[config.mk]
export PLATFORM = sky130hd
export DESIGN_NAME = alu_serial_ctrl
export DESIGN_NICKNAME = d
export VERILOG_FILES = /design/src/rtl/alu_serial_ctrl.sv
export SDC_FILE = /design/constraint.sdc
export NUM_CORES = 1
export LEC_CHECK = 0
export CORE_UTILIZATION = 50
export CTS_CLUSTER_SIZE = 25
export DETAILED_ROUTE_END_ITERATION = 6
export HOLD_SLACK_MARGIN = 0.15
export PLACE_DENSITY = 0.71
export SKIP_LAST_GASP = 1
export SYNTH_ARGS = -nofsm -noshare
export SYNTH_HDL_FRONTEND = slang
export SYNTH_SLANG_ARGS = --single-unit
[constraint.sdc]
create_clock -name clk -period 9.4 [get_ports clk]
set_input_delay 1.41 -clock clk [delete_from_list [all_inputs] [get_ports clk]]
set_output_delay 1.41 -clock clk [all_outputs]
set_load 0.02 [all_outputs]
[src/rtl/alu_serial_ctrl.sv]
// alu_serial_ctrl: frames one (A, B, op) request onto the ALU serial input
// with CRC4 protection, then deserializes and checks the ALU response frames
// and returns result, flags, error payload or failure kind over valid/ready.
module alu_serial_ctrl #(
   parameter int BIT_DIV = 1,
   parameter int TIMEOUT = 1023
) (
   input  logic        clk,
   input  logic        rst_n,
   input  logic        req_valid,
   output logic        req_ready,
   input  logic [31:0] req_a,
   input  logic [31:0] req_b,
   input  logic [2:0]  req_op,
   input  logic        req_bad_crc,
   output logic        sin,
   input  logic        sout,
   output logic        rsp_valid,
   input  logic        rsp_ready,
   output logic [31:0] rsp_c,
   output logic [3:0]  rsp_flags,
   output logic [7:0]  rsp_status,
   output logic [1:0]  rsp_kind,
   output logic        busy
);

   localparam int DW = (BIT_DIV > 1) ? $clog2(BIT_DIV) : 1;
   localparam int TW = (TIMEOUT > 1) ? $clog2(TIMEOUT + 1) : 1;
   localparam logic [DW-1:0] DIV_LAST = DW'(BIT_DIV - 1);
   localparam logic [TW-1:0] TO_LAST  = TW'(TIMEOUT - 1);
   localparam logic [1:0] K_OK = 2'b00, K_ERR = 2'b01, K_TO = 2'b10, K_INT = 2'b11;

   typedef enum logic [2:0] {S_IDLE, S_SEND, S_WAIT, S_RECV, S_RESP} state_t;

   state_t        state, state_nxt;
   logic [DW-1:0] div_cnt;
   logic [3:0]    bit_cnt;
   logic [3:0]    frame_cnt;
   logic [TW-1:0] to_cnt;
   logic          hunting;
   logic [98:0]   tx_sh;
   logic [8:0]    rx_sh;
   logic [31:0]   c_acc;
   logic [1:0]    fin_kind;
   logic [7:0]    rx_pl;
   logic          accept, div_done, send_last, rx_sample, rx_stop, rx_type, crc3_ok;

   function automatic logic [3:0] crc4_calc(input logic [67:0] msg);
      logic [3:0] c;
      logic       fb;
      c = 4'd0;
      for (int i = 67; i >= 0; i--) begin
         fb = c[3] ^ msg[i];
         c  = {c[2], c[1], c[0] ^ fb, fb};
      end
      return c;
   endfunction

   function automatic logic [2:0] crc3_calc(input logic [36:0] msg);
      logic [2:0] c;
      logic       fb;
      c = 3'd0;
      for (int i = 36; i >= 0; i--) begin
         fb = c[2] ^ msg[i];
         c  = {c[1], c[0] ^ fb, fb};
      end
      return c;
   endfunction

   function automatic logic [10:0] frame(input logic typ, input logic [7:0] pl);
      return {1'b0, typ, pl, 1'b1};
   endfunction

   function automatic logic [98:0] build_req(input logic [31:0] a, input logic [31:0] b,
                                             input logic [2:0] op, input logic bad);
      logic [3:0] crc;
      crc = crc4_calc({b, a, 1'b1, op});
      if (bad) crc = ~crc;
      return {frame(1'b0, b[31:24]), frame(1'b0, b[23:16]), frame(1'b0, b[15:8]),
              frame(1'b0, b[7:0]), frame(1'b0, a[31:24]), frame(1'b0, a[23:16]),
              frame(1'b0, a[15:8]), frame(1'b0, a[7:0]), frame(1'b1, {1'b0, op, crc})};
   endfunction

   assign accept    = req_valid & req_ready;
   assign div_done  = (div_cnt == DIV_LAST);
   assign send_last = (state == S_SEND) && div_done && (bit_cnt == 4'd10) && (frame_cnt == 4'd8);
   assign rx_sample = (state == S_RECV) && !hunting && div_done;
   assign rx_stop   = rx_sample && (bit_cnt == 4'd10);
   assign rx_type   = rx_sh[8];
   assign rx_pl     = rx_sh[7:0];
   assign crc3_ok   = (crc3_calc({c_acc, 1'b0, rx_pl[6:3]}) == rx_pl[2:0]);

   // State register
   always_ff @(posedge clk) begin
      if (!rst_n) state <= S_IDLE;
      else        state <= state_nxt;
   end

   // Next-state decode, response classification and control outputs
   always_comb begin
      state_nxt = state;
      fin_kind  = K_OK;
      req_ready = (state == S_IDLE) && rst_n;
      busy      = (state != S_IDLE);
      rsp_valid = (state == S_RESP);
      sin       = 1'b1;
      case (state)
         S_IDLE: if (accept) state_nxt = S_SEND;
         S_SEND: begin
            sin = tx_sh[98];
            if (send_last) state_nxt = S_WAIT;
         end
         S_WAIT: begin
            if (!sout) begin
               state_nxt = S_RECV;
            end else if (to_cnt == TO_LAST) begin
               state_nxt = S_RESP;
               fin_kind  = K_TO;
            end
         end
         S_RECV: begin
            if (rx_stop) begin
               if (!sout) begin
                  state_nxt = S_RESP;
                  fin_kind  = K_INT;
               end else if (frame_cnt == 4'd0 && rx_type) begin
                  state_nxt = S_RESP;
                  fin_kind  = K_ERR;
               end else if (frame_cnt == 4'd4) begin
                  state_nxt = S_RESP;
                  fin_kind  = (rx_type && crc3_ok) ? K_OK : K_INT;
               end else if (rx_type) begin
                  state_nxt = S_RESP;
                  fin_kind  = K_INT;
               end
            end
         end
         S_RESP: if (rsp_ready) state_nxt = S_IDLE;
         default: state_nxt = S_IDLE;
      endcase
   end

   // Bit-period, bit, frame and timeout counters; cleared on every state change
   always_ff @(posedge clk) begin
      if (!rst_n) begin
         div_cnt   <= '0;
         bit_cnt   <= 4'd0;
         frame_cnt <= 4'd0;
         to_cnt    <= '0;
         hunting   <= 1'b0;
      end else if (state_nxt != state) begin
         div_cnt   <= '0;
         to_cnt    <= '0;
         frame_cnt <= 4'd0;
         hunting   <= 1'b0;
         // entering RECV: the start bit was just seen, next sample is bit 1
         bit_cnt   <= (state_nxt == S_RECV) ? 4'd1 : 4'd0;
      end else begin
         case (state)
            S_SEND: begin
               if (div_done) begin
                  div_cnt <= '0;
                  if (bit_cnt == 4'd10) begin
                     bit_cnt   <= 4'd0;
                     frame_cnt <= frame_cnt + 4'd1;
                  end else begin
                     bit_cnt <= bit_cnt + 4'd1;
                  end
               end else begin
                  div_cnt <= div_cnt + DW'(1);
               end
            end
            S_WAIT: to_cnt <= to_cnt + TW'(1);
            S_RECV: begin
               if (hunting) begin
                  // between response frames: wait for the next start bit
                  if (!sout) begin
                     hunting <= 1'b0;
                     bit_cnt <= 4'd1;
                     div_cnt <= '0;
                  end
               end else if (div_done) begin
                  div_cnt <= '0;
                  if (bit_cnt == 4'd10) begin
                     hunting   <= 1'b1;
                     bit_cnt   <= 4'd0;
                     frame_cnt <= frame_cnt + 4'd1;
                  end else begin
                     bit_cnt <= bit_cnt + 4'd1;
                  end
               end else begin
                  div_cnt <= div_cnt + DW'(1);
               end
            end
            default: ;
         endcase
      end
   end

   // Transmit shift register: loaded with all nine frames at accept, MSB out first
   always_ff @(posedge clk) begin
      if (accept)                          tx_sh <= build_req(req_a, req_b, req_op, req_bad_crc);
      else if (state == S_SEND && div_done) tx_sh <= {tx_sh[97:0], 1'b1};
   end

   // Receive shift register (type + payload) and result byte accumulator
   always_ff @(posedge clk) begin
      if (rx_sample && (bit_cnt != 4'd10)) rx_sh <= {rx_sh[7:0], sout};
      if (rx_stop && sout && !rx_type && (frame_cnt < 4'd4)) c_acc <= {c_acc[23:0], rx_pl};
   end

   // Response registers: captured on entry to RESP, cleared on handshake
   always_ff @(posedge clk) begin
      if (!rst_n || (state == S_RESP && rsp_ready)) begin
         rsp_c      <= 32'd0;
         rsp_flags  <= 4'd0;
         rsp_status <= 8'd0;
         rsp_kind   <= K_OK;
      end else if (state != S_RESP && state_nxt == S_RESP) begin
         rsp_kind   <= fin_kind;
         rsp_c      <= (fin_kind == K_OK)  ? c_acc      : 32'd0;
         rsp_flags  <= (fin_kind == K_OK)  ? rx_pl[6:3] : 4'd0;
         rsp_status <= (fin_kind == K_ERR) ? rx_pl      : 8'd0;
      end
   end

endmodule

==> results.py, run 1 <==
metrics = {
    "floorplanning": {
        "die_h_um": 139,
        "initial_core_util_pct": 51.5,
        "rows": 49,
        "dieArea_um2": 19200,
        "core_area_um2": 18100,
        "io-pin-count": 123,
        "dieWidth_um": 139,
    },
    "worst_setup_path": {
        "end_kind": "flip-flop",
        "slowest_stage": "xnor3_2",
        "arrival_ns": 5.02,
        "worst_ep_required_time_ns": 9.65,
        "cp_common_cell": "xnor2_2",
        "startpoint_type": "input port",
        "cp_max_fo": 3,
        "path_class": "in -> reg",
        "critPathMaxStageDelay_ns": 0.52,
        "crit_chain": "clkdlybuf4s50_1 -> xnor2_2 -> xnor3_2 -> xor3_2 -> xnor3_2 -> xnor2_2 -> xnor3_2 -> xnor2_2 -> xnor2_2 -> xnor2_1 -> a22o_1",
    },
    "timing": {
        "setup_violations": 0,
        "rsz0062_at_grt": "false",
        "period_minus_slack_ns": 4.77,
        "tns_ns": 0,
        "drv_slew": 0,
        "maxSlewHeadroom_pct": 31.2,
        "fin_crit_sh_pct": 50.7,
        "fin_ws_ns": 4.63,
        "worst_pin_slew_ns": 1.03,
        "final_hold_viol_count": 0,
        "max_freq_mhz": 210,
        "clock_skew_ns": 0.0129,
    },
    "cts": {
        "h-tree-depth": 1,
        "clock_latency_ns": 0.51,
        "path_clk_slew_ns": 0.06,
        "clock-sinks": 207,
        "clockBufferDepth": 3,
        "hold_buffers": 0,
        "cts_setup_buffers": 0,
        "cts.repair.resized": 0,
        "root_buffer": "clkbuf_16",
        "cts_tree": "done",
        "cts_inserted_buffers": 23,
    },
    "logic_synthesis": {
        "synth_cells": 792,
        "synth-seq-cells": 207,
        "ys_seq_area_share_pct": 56.3,
        "synthTopCellsByCount": "edfxtp_1 (112), xnor2_1 (103), dfxtp_1 (95), nand2_1 (82), nor2_1 (72)",
        "avgSynthCellArea_um2": 11.8,
        "synth.area.top_cells": "edfxtp_1 (36%), dfxtp_1 (20%), xnor2_1 (9.7%), a22o_1 (6.3%), a22oi_1 (3.5%)",
        "yosysMostFrequentCell": "edfxtp_1",
        "synth_edf_count": 112,
        "synthesis.area_um2": 9340,
        "yosysWarnings": 0,
        "async_flop_share_pct": 0,
        "ys_dominant_reg_cell": "edfxtp_1",
        "synth.largest_area_cell": "edfxtp_1",
        "synthesis.nets": 871,
        "ys_types": 43,
        "synth_top_area_share_pct": 36.0,
    },
    "placed_design": {
        "io_buffers": 122,
        "dp_slack_ns": 4.12,
        "placedCellCount": 1107,
        "dp_hpwl_um": 14100,
        "globalplace.congestion": 0.835,
    },
    "global_routing": {
        "grt.total_usage_pct": 21.3,
        "grt_max_degree": 99,
        "antenna_found_initial": 0,
        "grt_pass1_vias": 6221,
        "grt_pass1_wl_um": 32700,
        "grt-ovfl-total": 0,
    },
    "outcome": {
        "failed_checks": "DRC",
        "status": "finished with violations",
    },
    "cells_and_area": {
        "fin_nets": 982,
        "syn_to_final_growth_pct": 23.3,
        "fillCellCount": 1403,
        "multi_input_area_um2": 3900,
        "diodes": 0,
        "drive_gt1_share_pct": 7.17,
        "seqCellArea_um2": 5270,
        "utilization_pct": 63.5,
        "fin_cells": 1149,
    },
    "route": {
        "finalWirelength_um": 20600,
        "drc_errors": 5,
        "first_iter_violations": 400,
        "dr.pass1.iters": 7,
        "num_vias": 6417,
        "viasPerCell": 5.58,
        "detail-route-antenna-nets": 0,
        "routedWlPerCell_um": 17.9,
    },
    "min_path": {
        "hold_class": "reg -> reg",
    },
    "pwr": {
        "sw_frac_of_total_pct": 27.9,
        "ir_drop_mv": 0.279,
        "power_density_nw_per_um2": 255,
        "intPower_mw": 2.12,
        "power_switching_uw": 818,
        "p_clk_share_pct": 29.8,
        "p_comb_share_pct": 34.1,
        "power_frac_seq_pct": 36.2,
        "leakage_nw": 4.15,
    },
    "run": {
        "cap_viol_max_count": 0,
    },
}
==> cell type report <==
class | instances | share of cell area [%]
Clock buffer | 35 | 6.19
Clock inverter | 7 | 0.369
Inverter | 8 | 0.261
Multi-Input combinational cell | 533 | 33.9
Sequential cell | 207 | 45.7
Tap cell | 229 | 2.49
Timing Repair Buffer | 130 | 11.1
==> cell families after synthesis <==
group                    Yosys count  share of synthesized area (%)
flip-flops                       207                           56.3
AND/OR/NAND/NOR                  195                           8.90
AO/OA/AOI/OAI                    169                           13.3
XOR/XNOR                         161                           18.3
buffers and inverters             52                           2.09
adder cells (fa/ha/maj)            6                          0.803
multiplexers                       2                          0.214
==> worst paths after layout <==
check,startpoint,end,slack (ns),cells past startpoint
max reg2reg,state[0]$_SDFF_PN0_,bit_cnt[2]$_SDFFE_PN0P_,5.53,9
min,tx_sh[21]$_SDFFE_PP0P_,tx_sh[22]$_SDFFE_PP1P_,0.44,2
min reg2reg,tx_sh[21]$_SDFFE_PP0P_,tx_sh[22]$_SDFFE_PP1P_,0.44,2
max,req_b[28],tx_sh[3]$_DFFE_PP_,4.63,11
==> cells in the final DEF, fill, tap and decap left out, drive strengths merged, types with 17 or more instances in the layout <==
cell type	n
edfxtp	112
xnor2	107
a22oi	44
a22o	68
clkbuf	35
nor2	72
xor2	36
clkdlybuf4s50	122
o21ai	37
nand2	82
dfxtp	95
xnor3	17
==> per-stage QoR <==
stage / instance area, um2 / hold WS [ns] / power, mW
6_report: 11500 / 0.443 / 2.93
5_1_grt: 11500 / 0.463 / 3.08
4_1_cts: 11500 / 0.442 / 2.96
3_5_place_dp: 10800 / 0.433 / 2.08
3_3_place_gp: 10800 / 0.424 / 2.06
2_1_floorplan: 9340 / 0.415 / 1.92
==> sequential cells by signal, indices dropped and copies added (netlist names) <==
signal	cells
rsp_status	8
hunting	1
rsp_kind	2
bit_cnt	4
rsp_c	32
tx_sh	98
rsp_flags	4
c_acc	32
state	3
rx_sh	9
to_cnt	10
frame_cnt	4
==> routing by layer <==
metal,track usage (%),share of wire (%)
met5,0,0
met4,5.73,2.0
met3,2.90,4.9
met2,35.3,49
met1,29.4,44
==> power groups by stage <==
stage                     Sequential [mW]  Combinational (mW)  Clock (mW)
after floorplan                      1.07               0.851           0
after global placement               1.08               0.980           0
after detailed placement             1.08                1.01           0
after CTS                            1.06                1.01       0.891
after global routing                 1.07                1.08       0.926
final                                1.06                1.00       0.873
==> critical path, delay by kind of cell <==
| kind | cells | cell delay [ns] |
|---|---|---|
| compound gates | 1 | 0.19 |
| xor+xnor | 9 | 2.89 |
| buf+inv | 1 | 0.50 |
Power figures use the tool's default switching activity.
==> run 2: changes to the inputs <==
--- a/config.mk
+++ b/config.mk
@@ -9,7 +9,7 @@
 export CTS_CLUSTER_SIZE = 25
 export DETAILED_ROUTE_END_ITERATION = 6
 export HOLD_SLACK_MARGIN = 0.15
-export PLACE_DENSITY = 0.71
+export PLACE_DENSITY = 0.74
 export SKIP_LAST_GASP = 1
 export SYNTH_ARGS = -nofsm -noshare
 export SYNTH_HDL_FRONTEND = slang
==> constraint.sdc (replaced) <==
create_clock -name clk -period 3.83 [get_ports clk]
set_input_delay 0.5745 -clock clk [delete_from_list [all_inputs] [get_ports clk]]
set_output_delay 0.5745 -clock clk [all_outputs]
set_load 0.02 [all_outputs]
==> results.py, run 2 (synthesized netlist as in run 1, its figures left out) <==
metrics = {
    "floorplanning": {
        "dieArea_um2": 19200,
        "initial_core_util_pct": 51.5,
        "die_h_um": 139,
        "io-pin-count": 123,
        "dieWidth_um": 139,
        "rows": 49,
        "core_area_um2": 18100,
    },
    "pwr": {
        "leakage_nw": 4.35,
        "power_density_nw_per_um2": 649,
        "p_clk_share_pct": 29.6,
        "sw_frac_of_total_pct": 26.7,
        "power_switching_mw": 2.06,
        "intPower_mw": 5.65,
        "power_frac_seq_pct": 33.7,
        "ir_drop_mv": 0.654,
        "p_comb_share_pct": 36.7,
    },
    "timing": {
        "clock_skew_ns": 0.0146,
        "worst_pin_slew_ns": 1.02,
        "period_minus_slack_ns": 3.65,
        "tns_ns": 0,
        "max_freq_mhz": 274,
        "fin_crit_sh_pct": 95.4,
        "final_hold_viol_count": 0,
        "setup_violations": 0,
        "rsz0062_at_grt": "false",
        "maxSlewHeadroom_pct": 32.3,
        "drv_slew": 0,
    },
    "route": {
        "detail-route-antenna-nets": 0,
        "viasPerCell": 5.39,
        "routedWlPerCell_um": 16.4,
        "finalWirelength_um": 19500,
        "drc_errors": 11,
        "num_vias": 6409,
        "dr.pass1.iters": 7,
        "first_iter_violations": 489,
    },
    "cells_and_area": {
        "fin_cells": 1188,
        "fin_nets": 1022,
        "layout_commonest_cell": "clkdlybuf4s50_1",
        "largestRegisters": "tx_sh x98, c_acc x32, rsp_c x32",
        "largest-register": "tx_sh",
        "largest_reg_flops": 98,
        "drive_gt1_share_pct": 10.9,
        "final_cell_mix": "clkdlybuf4s50_1 (122), edfxtp_1 (112), xnor2_1 (103)",
        "diodes": 0,
        "fillCellCount": 1400,
        "syn_to_final_growth_pct": 27.2,
    },
    "outcome": {
        "status": "finished with violations",
        "failed_checks": "DRC",
    },
    "global_routing": {
        "grt.total_usage_pct": 20.3,
        "grt_pass1_wl_um": 31500,
        "grt-ovfl-total": 0,
        "grt_max_degree": 98,
        "antenna_found_initial": 0,
        "grt_pass1_vias": 6116,
    },
    "placed_design": {
        "placedCellCount": 1148,
        "globalplace.congestion": 0.809,
        "io_buffers": 122,
        "dp_hpwl_um": 13100,
    },
    "cts": {
        "root_buffer": "clkbuf_16",
        "clock_latency_ns": 0.50,
        "hold_buffers": 0,
        "path_clk_slew_ns": 0.07,
        "clock-sinks": 207,
        "cts_tree": "done",
        "cts.repair.resized": 0,
        "clockBufferDepth": 3,
        "cts_setup_buffers": 0,
        "cts_inserted_buffers": 22,
        "h-tree-depth": 1,
    },
    "worst_setup_path": {
        "worst_ep_required_time_ns": 4.09,
        "arrival_ns": 3.91,
        "end_kind": "flip-flop",
        "path_class": "in -> reg",
        "cp_max_fo": 3,
        "startpoint_type": "input port",
    },
    "run": {
        "cap_viol_max_count": 0,
    },
    "min_path": {
        "hold_class": "reg -> reg",
    },
}
run 2: changes by cell type in the layout (fill, tap and decap cells not counted), sizes merged:
cell	change
clkbuf	-6
bufinv	+3
inv	-1
buf	+41
clkinvlp	+1
clkinv	+1
run 2: final timing paths:
kind                                              from                endpoint  cells past startpoint  slack [ns]
worst max-delay path                         req_b[30]      tx_sh[3]$_DFFE_PP_                     11        0.18
worst min-delay path            tx_sh[21]$_SDFFE_PP0P_  tx_sh[22]$_SDFFE_PP1P_                      2        0.44
worst max register to register     state[0]$_SDFF_PN0_  to_cnt[1]$_SDFFE_PP0P_                      9        0.57
worst min register to register  tx_sh[21]$_SDFFE_PP0P_  tx_sh[22]$_SDFFE_PP1P_                      2        0.44
run 2: cell type report:
| class | instances | area (um2) | share of cell area, % |
|---|---|---|---|
| multi-input combinational | 533 | 3910 | 32.9 |
| clock inverter | 11 | 140 | 1.18 |
| timing repair buffer | 171 | 1600 | 13.5 |
| tap | 229 | 287 | 2.41 |
| sequential | 207 | 5270 | 44.3 |
| clock buffer | 29 | 651 | 5.47 |
| inverter | 8 | 30.0 | 0.253 |
run 2: through the flow:
stage / hold WS (ns) / power (mW) / setup WS [ns] / instance area (um2) / util, %
2_1_floorplan: 0.415 / 4.71 / 0.166 / 9360 / -
3_3_place_gp: 0.422 / 5.44 / -0.287 / 11100 / 61.1
3_5_place_dp: 0.426 / 5.49 / -0.359 / 11100 / 61.1
4_1_cts: 0.443 / 7.78 / 0.164 / 11900 / 65.5
5_1_grt: 0.457 / 8.08 / 0.0523 / 11900 / 65.5
6_report: 0.437 / 7.71 / 0.177 / 11900 / 65.5
run 2: power groups by stage:
stage,sequential (mW),clock (mW),combinational (mW)
floorplan,2.62,0,2.09
global placement,2.64,0,2.80
detailed placement,2.64,0,2.85
CTS,2.60,2.32,2.86
global route,2.62,2.41,3.06
finish,2.60,2.28,2.83
run 2: worst max-delay path, cell delays in order:
cell,delay [ns]
clkdlybuf4s50_1,0.47
xnor2_1,0.27
xnor3_2,0.42
xor3_2,0.40
xnor3_2,0.43
xnor2_2,0.17
xnor3_2,0.48
xnor2_2,0.24
xnor2_2,0.17
xnor2_1,0.10
a22o_1,0.19
run 2: metal layers:
layer	wire length (um)	vias to the layer above	track usage, %
met4	307	0	4.91
met2	9250	164	33.5
met1	8940	3093	28.2
met5	0	-	0
met3	981	25	3.14
li1	-	3127	-
==> run 3: changes to the inputs <==
--- a/config.mk
+++ b/config.mk
@@ -11,6 +11,7 @@
 export HOLD_SLACK_MARGIN = 0.15
 export PLACE_DENSITY = 0.74
 export SKIP_LAST_GASP = 1
+export SLEW_MARGIN = 40
 export SYNTH_ARGS = -nofsm -noshare
 export SYNTH_HDL_FRONTEND = slang
 export SYNTH_SLANG_ARGS = --single-unit
==> results.py, run 3 (synthesized netlist as in run 1, its figures left out) <==
metrics = {
    "cts": {
        "hold_buffers": 0,
        "cts_tree": "done",
        "cts_setup_buffers": 0,
        "clockBufferDepth": 3,
        "cts_inserted_buffers": 22,
        "h-tree-depth": 1,
        "clock_latency_ns": 0.51,
        "path_clk_slew_ns": 0.07,
        "root_buffer": "clkbuf_16",
        "cts.repair.resized": 0,
        "clock-sinks": 207,
    },
    "floorplanning": {
        "dieWidth_um": 139,
        "io-pin-count": 123,
        "initial_core_util_pct": 51.5,
        "core_area_um2": 18100,
        "die_h_um": 139,
        "dieArea_um2": 19200,
        "rows": 49,
    },
    "placed_design": {
        "globalplace.congestion": 0.809,
        "post_dp_cell_area_um2": 11100,
        "io_buffers": 122,
        "placedCellCount": 1148,
        "dp_hpwl_um": 13200,
    },
    "worst_setup_path": {
        "end_kind": "flip-flop",
        "startpoint_type": "input port",
        "crit_start": "req_b[28]",
        "cp_common_cell": "xnor2_2",
        "path_class": "in -> reg",
        "r2r_start": "state[0]$_SDFF_PN0_",
        "slowest_stage": "xnor3_2",
        "worst_ep_required_time_ns": 4.10,
        "arrival_ns": 3.92,
        "crit_family": "XOR/XNOR gates",
        "critPathMaxStageDelay_ns": 0.48,
        "crit_chain": "clkdlybuf4s50_1 -> xnor2_2 -> xnor3_2 -> xor3_2 -> xnor3_2 -> xnor2_2 -> xnor3_2 -> xnor2_2 -> xnor2_2 -> xnor2_1 -> a22o_1",
        "crit_buf_inv": 1,
        "cp_max_fo": 2,
    },
    "cells_and_area": {
        "largest-register": "tx_sh",
        "syn_to_final_growth_pct": 27.1,
        "seqCellArea_um2": 5270,
        "diodes": 0,
        "fillCellCount": 1392,
        "fin_nets": 1022,
        "postLayoutCellArea_um2": 11900,
        "utilization_pct": 65.4,
        "drive_gt1_share_pct": 11.1,
        "largest_reg_flops": 98,
        "largestRegisters": "tx_sh x98, c_acc x32, rsp_c x32",
        "fin_cells": 1188,
        "multi_input_area_um2": 3920,
        "layout_commonest_cell": "clkdlybuf4s50_1",
        "final_cell_mix": "clkdlybuf4s50_1 (122), edfxtp_1 (112), xnor2_1 (103)",
    },
    "min_path": {
        "hp-start": "tx_sh[21]$_SDFFE_PP0P_",
        "hold_class": "reg -> reg",
    },
    "route": {
        "detail-route-antenna-nets": 0,
        "num_vias": 6406,
        "viasPerCell": 5.39,
        "dr.pass1.iters": 7,
        "finalWirelength_um": 19600,
        "routedWlPerCell_um": 16.5,
        "drc_errors": 16,
        "first_iter_violations": 411,
    },
    "pwr": {
        "power_density_nw_per_um2": 648,
        "ir_drop_mv": 0.668,
        "leakage_nw": 4.35,
    },
    "global_routing": {
        "grt-ovfl-total": 0,
        "grt_pass1_vias": 6129,
        "grt.total_usage_pct": 20.4,
        "grt_max_degree": 98,
        "antenna_found_initial": 0,
        "grt_pass1_wl_um": 31700,
    },
    "timing": {
        "setup_violations": 0,
        "fin_crit_sh_pct": 95.3,
        "drv_slew": 0,
        "tns_ns": 0,
        "clock_skew_ns": 0.0146,
        "maxSlewHeadroom_pct": 51.5,
        "final_hold_viol_count": 0,
        "max_freq_mhz": 274,
        "worst_pin_slew_ns": 0.725,
        "period_minus_slack_ns": 3.65,
        "rsz0062_at_grt": "false",
    },
    "outcome": {
        "status": "finished with violations",
        "failed_checks": "DRC",
    },
    "run": {
        "cap_viol_max_count": 0,
    },
}
run 3: changes by cell type in the layout (fill, tap and decap cells not counted), sizes merged:
cell	change
inv	-1
clkbuf	-2
clkinv	+3
run 3: routing by layer:
layer	vias to the layer above	GRT usage (%)	wire [um]	part of all wire (%)
met2	160	33.8	9300	47
met5	-	0	0	0
met1	3085	27.9	8980	46
met3	32	3.56	1010	5.1
met4	0	5.38	338	1.7
li1	3129	-	-	-
run 3: power breakdown:
group	internal (mW)	switching (mW)
combinational	1.71	1.15
sequential	2.54	0.0663
clock	1.35	0.883
run 3: through the flow:
step / power (mW) / hold WS (ns) / setup WS [ns]
after floorplan: 4.71 / 0.415 / 0.166
after global placement: 5.44 / 0.422 / -0.287
after detailed placement: 5.49 / 0.426 / -0.356
after CTS: 7.75 / 0.443 / 0.181
after global routing: 8.07 / 0.451 / 0.0281
final: 7.69 / 0.439 / 0.180
run 3: final cells by class:
cell class | count | share of cell area [%]
Sequential cell | 207 | 44.3
Multi-Input combinational cell | 533 | 33.0
Timing Repair Buffer | 171 | 13.6
Clock buffer | 27 | 5.15
Tap cell | 229 | 2.41
Clock inverter | 13 | 1.31
Inverter | 8 | 0.253
run 3: path summary, 6_finish.rpt:
path,to,slack [ns],cells past startpoint
min reg2reg,tx_sh[22]$_SDFFE_PP1P_,0.44,2
min,tx_sh[22]$_SDFFE_PP1P_,0.44,2
max reg2reg,to_cnt[1]$_SDFFE_PP0P_,0.58,9
max,tx_sh[3]$_DFFE_PP_,0.18,11
run 3: worst reg2reg max path, cell delays in order, from the launching register on:
cell	delay, ns
dfxtp_1	0.49
nor2b_1	0.47
nand2_1	0.14
or4_1	0.55
nand2_1	0.09
nand3_1	0.11
xor2_1	0.16
a21oi_1	0.17
nand3_1	0.54
a211oi_1	0.43
